--- src/rtl/stopwatch_disp_pkg.sv ---
// rtl/stopwatch_disp_pkg.sv - glyph codes, scan states and seven-segment decode
//
// Purpose: values shared by the stopwatch display blocks.
//   CODE_*        glyph codes (above the decimal digits) that the code muxes return
//   scan_state_t  BLANK / SHOW slot states of the scan driver
//   seg7_decode   4-bit glyph code -> active-low segments {g,f,e,d,c,b,a}
package stopwatch_disp_pkg;

  localparam logic [3:0] CODE_DASH     = 4'hA;
  localparam logic [3:0] CODE_E        = 4'hB;
  localparam logic [3:0] CODE_R        = 4'hC;
  localparam logic [3:0] CODE_ERR_ZERO = 4'hD;
  localparam logic [3:0] CODE_BLANK    = 4'hE;
  localparam logic [3:0] CODE_C        = 4'hF;

  localparam logic [6:0] SEG_OFF = 7'h7F;

  typedef enum logic {BLANK, SHOW} scan_state_t;

  // Segments are active-low: a 0 bit lights that segment.
  function automatic logic [6:0] seg7_decode(input logic [3:0] code);
    logic [6:0] seg;
    case (code)
      4'h0:          seg = 7'h40;
      4'h1:          seg = 7'h79;
      4'h2:          seg = 7'h24;
      4'h3:          seg = 7'h30;
      4'h4:          seg = 7'h19;
      4'h5:          seg = 7'h12;
      4'h6:          seg = 7'h02;
      4'h7:          seg = 7'h78;
      4'h8:          seg = 7'h00;
      4'h9:          seg = 7'h10;
      CODE_DASH:     seg = 7'h3F;
      CODE_E:        seg = 7'h06;
      CODE_R:        seg = 7'h2F;
      CODE_ERR_ZERO: seg = 7'h40;
      CODE_BLANK:    seg = SEG_OFF;
      CODE_C:        seg = 7'h46;
      default:       seg = SEG_OFF;
    endcase
    return seg;
  endfunction

endpackage

--- src/rtl/seg7_decoder.sv ---
// rtl/seg7_decoder.sv - combinational glyph-code to seven-segment decoder
//
// Purpose: thin wrapper around seg7_decode so any display block can drop it in.
// Ports:
//   code   in   4  glyph code
//   seg_n  out  7  segments {g,f,e,d,c,b,a}, active-low
module seg7_decoder
  import stopwatch_disp_pkg::*;
(
  input  logic [3:0] code,
  output logic [6:0] seg_n
);

  assign seg_n = seg7_decode(code);

endmodule

--- src/rtl/display_scan_driver.sv ---
// rtl/display_scan_driver.sv - time-multiplexed 4-digit common-anode display driver
//
// Purpose: scans digits 0..3, asks the code muxes for each digit's glyph via s,
// latches the returned code after a one-cycle blanking gap and lights one anode.
// Optional macro SCAN_BLINK_EN: blink the whole display while error_in is high.
// Ports:
//   clk       in   1  system clock
//   rst_n     in   1  synchronous active-low reset
//   s         out  2  digit select to the code muxes (00 = rightmost)
//   y_in      in   4  glyph code for the current s
//   error_in  in   1  error level (only used with SCAN_BLINK_EN)
//   an_n      out  4  anode enables, active-low
//   seg_n     out  7  segments {g,f,e,d,c,b,a}, active-low
//   dp_n      out  1  decimal point, active-low
module display_scan_driver
  import stopwatch_disp_pkg::*;
#(
  parameter int REFRESH_DIV = 50000,
  parameter int BLINK_TICKS = 128,
  parameter int DP_DIGIT    = 2
) (
  input  logic       clk,
  input  logic       rst_n,
  output logic [1:0] s,
  input  logic [3:0] y_in,
  input  logic       error_in,
  output logic [3:0] an_n,
  output logic [6:0] seg_n,
  output logic       dp_n
);

  localparam int            PW       = (REFRESH_DIV > 1) ? $clog2(REFRESH_DIV) : 1;
  localparam logic [PW-1:0] PRE_LAST = PW'(REFRESH_DIV - 1);
  localparam logic [1:0]    DP_SEL   = 2'(DP_DIGIT);

  logic [PW-1:0] pre_cnt;
  logic          tick;
  logic          lit_en;
  logic [6:0]    seg_dec;

  scan_state_t state, state_nx;
  logic [1:0]  s_nx;
  logic [3:0]  an_nx;
  logic [6:0]  seg_nx;
  logic        dp_nx;

  assign tick = (pre_cnt == PRE_LAST);

  seg7_decoder u_dec (
    .code  (y_in),
    .seg_n (seg_dec)
  );

  always_ff @(posedge clk) begin
    if (!rst_n || tick) pre_cnt <= '0;
    else                pre_cnt <= pre_cnt + 1'b1;
  end

`ifdef SCAN_BLINK_EN
  localparam int            BW         = (BLINK_TICKS > 1) ? $clog2(BLINK_TICKS) : 1;
  localparam logic [BW-1:0] BLINK_LAST = BW'(BLINK_TICKS - 1);

  logic [BW-1:0] blink_cnt;
  logic          blink_on;

  always_ff @(posedge clk) begin
    if (!rst_n || !error_in) begin
      blink_cnt <= '0;
      blink_on  <= 1'b1;
    end else if (tick) begin
      if (blink_cnt == BLINK_LAST) begin
        blink_cnt <= '0;
        blink_on  <= ~blink_on;
      end else begin
        blink_cnt <= blink_cnt + 1'b1;
      end
    end
  end

  // Once error_in drops the slot being latched is lit even though blink_on
  // only returns high on this same edge.
  assign lit_en = blink_on | ~error_in;
`else
  // error_in only matters to the blink option; kept as a named sink.
  logic unused_error_in;
  assign unused_error_in = error_in;
  assign lit_en = 1'b1;
`endif

  always_ff @(posedge clk) begin
    if (!rst_n) begin
      state <= BLANK;
      s     <= 2'b00;
      an_n  <= 4'b1111;
      seg_n <= SEG_OFF;
      dp_n  <= 1'b1;
    end else begin
      state <= state_nx;
      s     <= s_nx;
      an_n  <= an_nx;
      seg_n <= seg_nx;
      dp_n  <= dp_nx;
    end
  end

  always_comb begin
    state_nx = state;
    s_nx     = s;
    an_nx    = an_n;
    seg_nx   = seg_n;
    dp_nx    = dp_n;
    if (tick) begin
      // New slot: advance the select and go dark while the muxes settle.
      state_nx = BLANK;
      s_nx     = s + 2'd1;
      an_nx    = 4'b1111;
    end else if (state == BLANK) begin
      // y_in has had a full cycle to follow s; latch it for the whole slot.
      state_nx = SHOW;
      seg_nx   = seg_dec;
      if (lit_en) begin
        an_nx = ~(4'b0001 << s);
        dp_nx = ~(s == DP_SEL);
      end else begin
        an_nx = 4'b1111;
        dp_nx = 1'b1;
      end
    end
  end

endmodule

--- config.mk ---
export PLATFORM = sky130hd
export DESIGN_NAME = display_scan_driver
export DESIGN_NICKNAME = d
export VERILOG_FILES = /design/src/rtl/stopwatch_disp_pkg.sv /design/src/rtl/seg7_decoder.sv /design/src/rtl/display_scan_driver.sv
export SDC_FILE = /design/constraint.sdc
export NUM_CORES = 1
export LEC_CHECK = 0
export CORE_MARGIN = 10
export CORE_UTILIZATION = 50
export CTS_CLUSTER_DIAMETER = 150
export DETAILED_ROUTE_END_ITERATION = 7
export PLACE_DENSITY = 0.74
export REMOVE_ABC_BUFFERS = 1
export SLEW_MARGIN = 20
export SYNTH_ARGS = -nofsm -noshare
export SYNTH_HDL_FRONTEND = slang
export SYNTH_HIERARCHICAL = 1
export SYNTH_SLANG_ARGS = --single-unit
--- constraint.sdc ---
create_clock -name clk -period 4.9 [get_ports clk]
set_input_delay 0.98 -clock clk [delete_from_list [all_inputs] [get_ports clk]]
set_output_delay 0.98 -clock clk [all_outputs]
set_load 0.02 [all_outputs]
==> results of run 1 <==
==> power by group through the flow <==
stage               registers (mW)  clock network (mW)  logic [mW]
CTS                          0.266               0.219      0.0606
finish                       0.266               0.213      0.0599
detailed placement           0.272                   0      0.0594
global placement             0.271                   0      0.0579
global route                 0.267               0.231      0.0659
floorplan                    0.277                   0      0.0272
==> worst reg2reg max path: stages, from the launching register on <==
cell     delay [ns]
dfxtp_1        0.38
ha_1           0.25
and3_1         0.25
nand4_1        0.23
nand2_1        0.48
inv_1          0.20
==> layout make-up <==
cell class	instances	area (µm²)
fillers	267	1152
multi-input cells	118	874.6
flip-flops and latches	31	620.6
repair buffers	19	190.2
well taps	44	55.05
clock buffers	6	51.30
inverters	13	48.80
clock inverters	2	35.03
==> path summary, 6_finish.rpt <==
path	startpoint	endpoint	slack (ns)
max reg2reg	pre_cnt[0]	state	2.97
min	pre_cnt[0]	pre_cnt[0]	0.48
max	y_in[1]	seg_n[4]	2.34
min reg2reg	pre_cnt[0]	pre_cnt[0]	0.48
==> layout by cell type, fill, tap and decap left out, drive strengths merged <==
cell and n:
nor3 3, xnor2 11, o22ai 1, nand4 4
clkbuf 6, and3 5, and2 2, dfxtp 31
o21ai 4, nand3 5, a211o 1, clkinv 1
o31ai 1, mux2i 15, a21o 1, mux4 1
ha 12, nand2 17, nor2b 3, a221o 2
a21oi 4, xor2 2, nor2 15, or3 3
nor4 3, and4bb 1, clkdlybuf4s50 19, a41oi 1
and4b 1, inv 13, bufinv 1
==> logic make-up after synthesis <==
logic type	count (synthesis)	synth area share
AOI/OAI and AO/OA	15	0.06763
xor gates and xnor gates	13	0.07240
adders and majority gates	12	0.09546
buffers and inverters	18	0.04932
DFF	31	0.3946
muxes	16	0.1098
and+or+nand+nor	62	0.2108
==> per-layer routing <==
metal / up-vias / global-route usage / part of all wire / wire length [µm]
met4: 0 / 0.05204 / 0.016 / 49
met3: 8 / 0.05189 / 0.063 / 196
met5: - / 0 / 0 / 0
li1: 609 / - / - / -
met2: 16 / 0.1735 / 0.48 / 1474
met1: 522 / 0.1123 / 0.44 / 1374
==> per-stage QoR <==
step,worst slack (ns),utilization,power [mW]
global placement,2.083,0.5909,0.3291
finish,2.342,0.6194,0.5387
floorplan,2.808,-,0.3045
global route,2.228,0.6194,0.5635
CTS,2.338,0.6194,0.5458
detailed placement,1.998,0.5909,0.3309
==> state kept, by name (all words and copies together), names as in the netlist <==
name and count:
s 2, seg_n 7, dp_n 1, pre_cnt 16
state 1, an_n 4
==> impl_metrics.csv, run 1 <==
group,metric,value,unit
worst_setup_path,path_class,"in2reg",
worst_setup_path,critPathCaptureType,"flop",
clock_tree,path_clk_slew,0.09,ns
power_and_ir_drop,leakagePower,0.7907,nW
synth,synthMostInstantiatedCell,"dfxtp_1",
synth,yosysWarnings,6,
timing,rsz0062_at_grt,"false",
timing,timing.final.max_slew_violations,0,
power_and_ir_drop,cellPowerDensity,287.2,mW/mm²
worst_setup_path,cp_cell_sequence,"clkdlybuf4s50_1, inv_1, ha_1, mux4_2, mux2i_1, nand2_1",
power_and_ir_drop,p_comb_frac,0.111,
synth,ys_ff_latch,31,
timing,fmax,0.3909,GHz
route,drt_iter0_markers,60,
grt,antenna_found_initial,0,
timing,fin_crit,2.558,ns
clock_tree,cts_setup_buffers,0,
finish,nets,207,
clock_tree,clockBufferDepth,2,
timing,worst_slew_pin_slew,0.6720,ns
worst_setup_path,cp_slowest_cell,"clkdlybuf4s50_1",
synth,synth_edf_count,0,
worst_setup_path,critical_path_arrival,2.78,ns
placement,placed_cells,225,
clock_tree,clock_latency,0.34,ns
clock_tree,clockRootBuffer,"clkbuf_4",
synth,synth_commonest_cells,"dfxtp_1, nand2_1, mux2i_1",
synth,synthDistinctLibCells,35,
worst_setup_path,cp.depth,6,
route,wl,3095,µm
finish,final_area,0.001876,mm²
clock_tree,h-tree-depth,2,
die,core,0.003028,mm²
synth,synth_area_leaders,"dfxtp_1, ha_1, mux2i_1",
die,die_w,76.09,µm
clock_tree,cts.sinks,31,
timing,fin_crit_sh,0.5221,
worst_setup_path,crit_buf_inv,2,
grt,grt-ovfl-total,0,
grt,grt_max_degree,17,
clock_tree,cts_made_buffers,5,
synth,synth_top_area_share,0.3946,
grt,grt_first_pass_wirelength,5147,µm
grt,grt.total_usage,0.1065,
die,die_h,76.09,µm
timing,setup_viol,0,
finish,fin_cells,233,
placement,hpwl,2186,µm
clock_tree,postCtsHoldBufs,0,
synth,syn_inst,167,
route,ant_nets,0,
worst_setup_path,reg2reg_depth,5,
power_and_ir_drop,seqPwrFrac,0.493,
die,initial_utilization,0.5194,
timing,setup_tns,0,ns
finish,num_antenna_cells,0,
synth,synthFlopType,"dfxtp_1",
die,io_pins,21,
worst_setup_path,critPathLaunchType,"primary input",
worst_setup_path,cp_slowest_stage_delay,0.61,ns
route,wl_per_cell,13.28,µm
run,drv_cap,0,
power_and_ir_drop,swShare,0.2407,
finish,areaGrowthSynthToFinish,19.25,%
timing,clock_skew,0.009042,ns
outcome,status,"finished clean",
placement,gp_congestion,0.7811,
power_and_ir_drop,ir_drop,187.9,µV
route,drt_drc_violations_left,0,
synth,synth_seq_area_share,0.3946,
die,die_area,0.005789,mm²
route,num_vias,1155,
timing,slew_headroom,0.5520,
hold_path,hold_path.class,"reg2reg",
synth,synth_area,0.001573,mm²
worst_setup_path,crit_family,"buffers and inverters",
placement,dpl_cell_area,0.001789,mm²
synth,ys_async_sr_fraction,0,
power_and_ir_drop,clock_power_share,0.395,
timing,hold_slack,0.4767,ns
finish,drive_gt1_frac,0.07937,
route,vias_per_cell,4.957,
power_and_ir_drop,p_int,0.4090,mW
clock_tree,cts_resized,0,
placement,port-buffer-count,19,
synth,synth_top_area_cell,"dfxtp_1",
route,first_pass_iters,4,
worst_setup_path,required,5.12,ns
synth,syn_area_per_cell,9.418,µm²
clock_tree,cts_tree,"built",
worst_setup_path,path_max_fanout,7,
grt,grt_pass1_vias,1183,
die,num_rows,20,
timing,hold_viol,0,
power_and_ir_drop,power_switching,0.1297,mW
hold_path,hold_depth,1,
Note: power is estimated with default switching activity, not from simulation.
==> run 2, diff against run 1 <==
==> constraint.sdc (replaced) <==
create_clock -name clk -period 2.5 [get_ports clk]
set_input_delay 0.5 -clock clk [delete_from_list [all_inputs] [get_ports clk]]
set_output_delay 0.5 -clock clk [all_outputs]
set_load 0.02 [all_outputs]
==> run 2 against run 1 <==
  * Flip-flop and latch count is the same
  * Die area is the same
  * Setup slack lost 1.8 ns
  * Critical endpoint is now s[0]
  * Non-clock buffer count grew 5
==> impl_metrics.csv, run 2 (synthesis gave the netlist of run 1 again) <==
group,metric,value,unit
finish,top_register,"pre_cnt",
finish,mostFrequentLayoutCells,"dfxtp_1, clkdlybuf4s50_1, nand2_1",
hold_path,hold_depth,2,
clock_tree,cts_setup_buffers,0,
timing,worst_slew_pin_slew,0.6326,ns
die,num_rows,20,
worst_setup_path,required,2.00,ns
worst_setup_path,regToRegSetupSlack,0.65,ns
worst_setup_path,path_class,"reg2out",
grt,grt.total_usage,0.1145,
die,initial_utilization,0.5194,
clock_tree,clockRootBuffer,"clkbuf_4",
grt,grt_pass1_vias,1259,
worst_setup_path,reg2reg_depth,6,
clock_tree,h-tree-depth,2,
power_and_ir_drop,p_comb_frac,0.129,
finish,largest_register_ffs,16,
timing,rsz0062_at_grt,"false",
worst_setup_path,path_max_fanout,5,
placement,dpl_cell_area,0.001827,mm²
timing,setup_tns,0,ns
die,io_pins,21,
die,die_area,0.005789,mm²
route,first_pass_iters,4,
finish,final_area,0.001888,mm²
die,core,0.003028,mm²
grt,grt_max_degree,13,
clock_tree,cts.sinks,31,
placement,gp_congestion,0.7637,
worst_setup_path,cp-startpoint,"s[0]",
timing,setup_viol,0,
route,drt_drc_violations_left,0,
route,wl_per_cell,13.06,µm
worst_setup_path,r2r-start,"pre_cnt[0]",
outcome,status,"finished clean",
power_and_ir_drop,swShare,0.2818,
finish,nets,212,
grt,antenna_found_initial,0,
timing,timing.final.max_slew_violations,0,
clock_tree,path_clk_slew,0.11,ns
worst_setup_path,crit_buf_inv,1,
finish,num_antenna_cells,0,
timing,clock_skew,0.008158,ns
clock_tree,clockBufferDepth,2,
power_and_ir_drop,cellPowerDensity,503.8,mW/mm²
clock_tree,cts_tree,"built",
clock_tree,clock_latency,0.34,ns
route,drt_iter0_markers,47,
worst_setup_path,critical_path_arrival,1.45,ns
worst_setup_path,crit_family,"buffers and inverters",
run,drv_cap,0,
timing,fmax,0.5129,GHz
timing,fin_crit,1.950,ns
power_and_ir_drop,leakagePower,0.7944,nW
worst_setup_path,cp_cell_sequence,"clkdlybuf4s50_1",
power_and_ir_drop,seqPwrFrac,0.548,
timing,fin_crit_sh,0.7798,
clock_tree,cts_made_buffers,5,
timing,hold_viol,0,
worst_setup_path,cp.depth,1,
finish,reg_top3,"pre_cnt (16), seg_n (7), an_n (4)",
timing,slew_headroom,0.5783,
power_and_ir_drop,ir_drop,328.1,µV
placement,port-buffer-count,19,
route,wl,3109,µm
worst_setup_path,critPathLaunchType,"flop",
die,die_h,76.09,µm
die,die_w,76.09,µm
clock_tree,cts_resized,0,
finish,areaGrowthSynthToFinish,20.05,%
finish,fillCellCount,282,
finish,drive_gt1_frac,0.1031,
worst_setup_path,cp_slowest_cell,"clkdlybuf4s50_1",
power_and_ir_drop,power_switching,0.2680,mW
route,vias_per_cell,5.147,
grt,grt_first_pass_wirelength,5554,µm
worst_setup_path,critPathCaptureType,"output port",
clock_tree,postCtsHoldBufs,0,
grt,grt-ovfl-total,0,
hold_path,hold_path.class,"reg2reg",
placement,hpwl,2379,µm
worst_setup_path,cp_slowest_stage_delay,0.65,ns
hold_path,min_from,"seg_n[5]",
power_and_ir_drop,clock_power_share,0.323,
finish,layout_commonest_cell,"dfxtp_1",
power_and_ir_drop,p_int,0.6832,mW
route,ant_nets,0,
route,num_vias,1225,
-- run 2: cell types whose count changed in the layout (fill, tap and decap cells not counted), sizes merged --
cell and delta:
buf +5, clkinvlp +2, bufinv -1, clkbuf -1, clkinv -1, inv +1
-- run 2: final timing paths --
check / endpoint
hold reg to reg: seg_n[5]
hold / removal: seg_n[5]
setup / recovery: s[0]
setup reg to reg: pre_cnt[9]
-- run 2: stage by stage --
step / worst slack (ns) / power, mW / std cells / utilization / hold slack, ns
CTS: 0.5314 / 0.9660 / 238 / 0.6236 / 0.4929
detailed placement: 0.1899 / 0.6564 / 230 / 0.6033 / 0.4603
global route: 0.4707 / 1.002 / 238 / 0.6236 / 0.5142
finish: 0.5504 / 0.9512 / 238 / 0.6236 / 0.4858
floorplan: 0.8883 / 0.5968 / 162 / - / 0.4256
global placement: 0.2639 / 0.6513 / 230 / 0.6033 / 0.4397
-- run 2: power by group through the flow --
stage	Combinational, mW	Clock [mW]	Sequential [mW]
floorplan	0.0533	0	0.543
global placement	0.120	0	0.532
detailed placement	0.124	0	0.532
CTS	0.124	0.320	0.522
global route	0.136	0.341	0.524
finish	0.123	0.307	0.521
-- run 2: routing by layer --
metal | share of wire | vias up | GRT usage
met3 | 0.060 | 7 | 0.04481
met1 | 0.42 | 572 | 0.1151
li1 | - | 623 | -
met4 | 0.017 | 0 | 0.05576
met2 | 0.50 | 23 | 0.2015
met5 | 0 | - | 0
-- run 2: cell type report --
class / instances / area (µm²) / area share
clock buffer: 5 / 37.54 / 0.01988
clock inverter: 3 / 23.77 / 0.01259
inverter: 13 / 48.80 / 0.02584
multi-input combinational: 118 / 874.6 / 0.4632
sequential: 31 / 620.6 / 0.3287
tap: 44 / 55.05 / 0.02916
timing repair buffer: 24 / 227.7 / 0.1206
==> run 3, diff against run 2 <==
--- a/config.mk
+++ b/config.mk
@@ -6,7 +6,7 @@
 export NUM_CORES = 1
 export LEC_CHECK = 0
 export CORE_MARGIN = 10
-export CORE_UTILIZATION = 50
+export CORE_UTILIZATION = 48
 export CTS_CLUSTER_DIAMETER = 150
 export DETAILED_ROUTE_END_ITERATION = 7
 export PLACE_DENSITY = 0.74
==> constraint.sdc (replaced) <==
create_clock -name clk -period 1.6 [get_ports clk]
set_input_delay 0.32 -clock clk [delete_from_list [all_inputs] [get_ports clk]]
set_output_delay 0.32 -clock clk [all_outputs]
set_load 0.02 [all_outputs]
==> run 3 against run 2 <==
  * Non-clock buffer count up 17
  * Clock-buffer cell count rose by 1
  * Sequential power rose by 56%
  * Flip-flop and latch count unchanged
  * Worst hold slack lost 0.037 ns
  * Final area increased by 8.1%
  * Global-route usage rose by 0.50 points
  * Critical path type is now reg2reg
==> impl_metrics.csv, run 3 (synthesis gave the netlist of run 1 again) <==
group,metric,value,unit
outcome,status,"finished clean",
timing,setup_viol,0,
route,wl_per_cell,13.73,µm
timing,hold_viol,0,
route,drt_iter0_markers,30,
grt,grt.total_usage,0.1195,
timing,fmax,0.6582,GHz
placement,place_ws,-0.4133,ns
die,num_rows,20,
route,dr.max_layer_used,"met4",
worst_setup_path,required,1.85,ns
die,die_w,77.24,µm
placement,port-buffer-count,19,
die,die_h,77.24,µm
timing,worst_slew_pin_slew,0.3125,ns
power_and_ir_drop,ir_drop,528.5,µV
clock_tree,clockRootBuffer,"clkbuf_4",
grt,grt_pass1_vias,1351,
power_and_ir_drop,seqPwrFrac,0.491,
grt,grt-ovfl-total,0,
worst_setup_path,critPathLaunchType,"flop",
power_and_ir_drop,p_comb_frac,0.125,
finish,top_register,"pre_cnt",
route,route.met2.wl,1803,µm
timing,slew_headroom,0.7898,
power_and_ir_drop,p_total,1.659,mW
die,initial_utilization,0.5069,
timing,timing.final.max_slew_violations,0,
timing,fin_crit_sh,0.9496,
route,first_pass_iters,4,
timing,worst_slack,0.08063,ns
worst_setup_path,critical_path_arrival,1.77,ns
finish,reg_top3,"pre_cnt (16), seg_n (7), an_n (4)",
die,io_pins,21,
finish,nets,229,
worst_setup_path,critPathCaptureType,"flop",
finish,layout_commonest_cell,"dfxtp_1",
worst_setup_path,path_class,"reg2reg",
run,drv_cap,0,
route,drt_drc_violations_left,0,
grt,antenna_found_initial,0,
clock_tree,cts_made_buffers,5,
route,num_vias,1300,
power_and_ir_drop,cellPowerDensity,812.8,mW/mm²
power_and_ir_drop,clock_power_share,0.385,
placement,hpwl,2803,µm
timing,hold_slack,0.4484,ns
route,dr_wl_met3,152,µm
clock_tree,path_clk_slew,0.10,ns
timing,clock_skew,0.01411,ns
route,wl,3501,µm
power_and_ir_drop,leakagePower,0.9009,nW
finish,drive_gt1_frac,0.2085,
die,die_area,0.005966,mm²
clock_tree,cts_setup_buffers,0,
hold_path,hold_path.class,"reg2reg",
placement,gp_congestion,0.8270,
clock_tree,postCtsHoldBufs,0,
route,wl_met1,1479,µm
clock_tree,cts_tree,"built",
clock_tree,cts.sinks,31,
finish,largest_register_ffs,16,
finish,mostFrequentLayoutCells,"dfxtp_1, buf_4, nand2_1",
finish,areaGrowthSynthToFinish,29.75,%
power_and_ir_drop,power_switching,0.3930,mW
worst_setup_path,path_max_fanout,5,
clock_tree,clock_latency,0.33,ns
route,vias_per_cell,5.098,
route,ant_nets,0,
clock_tree,clockBufferDepth,2,
power_and_ir_drop,swShare,0.2369,
power_and_ir_drop,p_int,1.266,mW
grt,grt_max_degree,12,
finish,fillCellCount,282,
clock_tree,h-tree-depth,2,
grt,grt_first_pass_wirelength,5975,µm
die,core,0.003103,mm²
finish,num_antenna_cells,0,
timing,fin_crit,1.519,ns
==> run 3: cell types whose count changed in the layout (fill, tap and decap cells not counted), moves of 2 or more <==
cell             change
buf_6                +2
dfxtp_1              -6
clkinvlp_4           -2
clkdlybuf4s50_1     -16
buf_4               +15
dlygate4sd2_1       +16
dfxtp_2              +6
==> run 3: worst max-delay path: stages (launching register included) <==
cell and delay [ns]:
dfxtp_1 0.41, nand3_1 0.16, or3_4 0.38, or3_1 0.35, a21oi_1 0.15
==> run 3: cell type report <==
type,instances,area (µm²),share of cell area
Clock buffer,6,51.30,0.02514
Tap cell,44,55.05,0.02698
Multi-Input combinational cell,118,879.6,0.4310
Timing Repair Buffer,41,342.8,0.1680
Inverter,13,48.80,0.02391
Sequential cell,31,628.1,0.3078
Clock inverter,2,35.03,0.01717
==> run 3: final timing paths <==
kind	from	end	slack, ns	cells past startpoint
worst min register to register	pre_cnt[0]	pre_cnt[0]	0.45	1
worst min-delay path	pre_cnt[0]	pre_cnt[0]	0.45	1
worst max-delay path	pre_cnt[8]	pre_cnt[15]	0.08	4
worst max register to register	pre_cnt[8]	pre_cnt[15]	0.08	4
==> run 3: timing repair <==
| action | in CTS | in global routing |
|---|---|---|
| hold endpoints to repair | 0 | 0 |
| setup endpoints to repair | 17 | 7 |
| gates resized for setup | 17 | 9 |
==> run 3: through the flow <==
stage          instance area (µm²)    util  instances  setup TNS (ns)
6_report                      2041  0.6577        255               0
3_3_place_gp                  1954  0.6298        247          -1.607
2_1_floorplan                 1544       -        162       -0.001849
5_1_grt                       2041  0.6577        255       -0.009189
3_5_place_dp                  1954  0.6298        247          -2.135
4_1_cts                       2024  0.6524        255               0
==> run 3: power groups by stage <==
stage / Clock [mW] / Combinational (mW) / Sequential (mW)
finish: 0.638 / 0.207 / 0.814
global route: 0.694 / 0.225 / 0.817
CTS: 0.655 / 0.206 / 0.814
detailed placement: 0 / 0.218 / 0.832
global placement: 0 / 0.206 / 0.831
floorplan: 0 / 0.0832 / 0.849
==> run 3: metal layers <==
layer,global-route usage,vias to the layer above
met2,0.2115,22
li1,-,654
met3,0.04895,11
met4,0.03832,0
met5,0,-
met1,0.1249,613
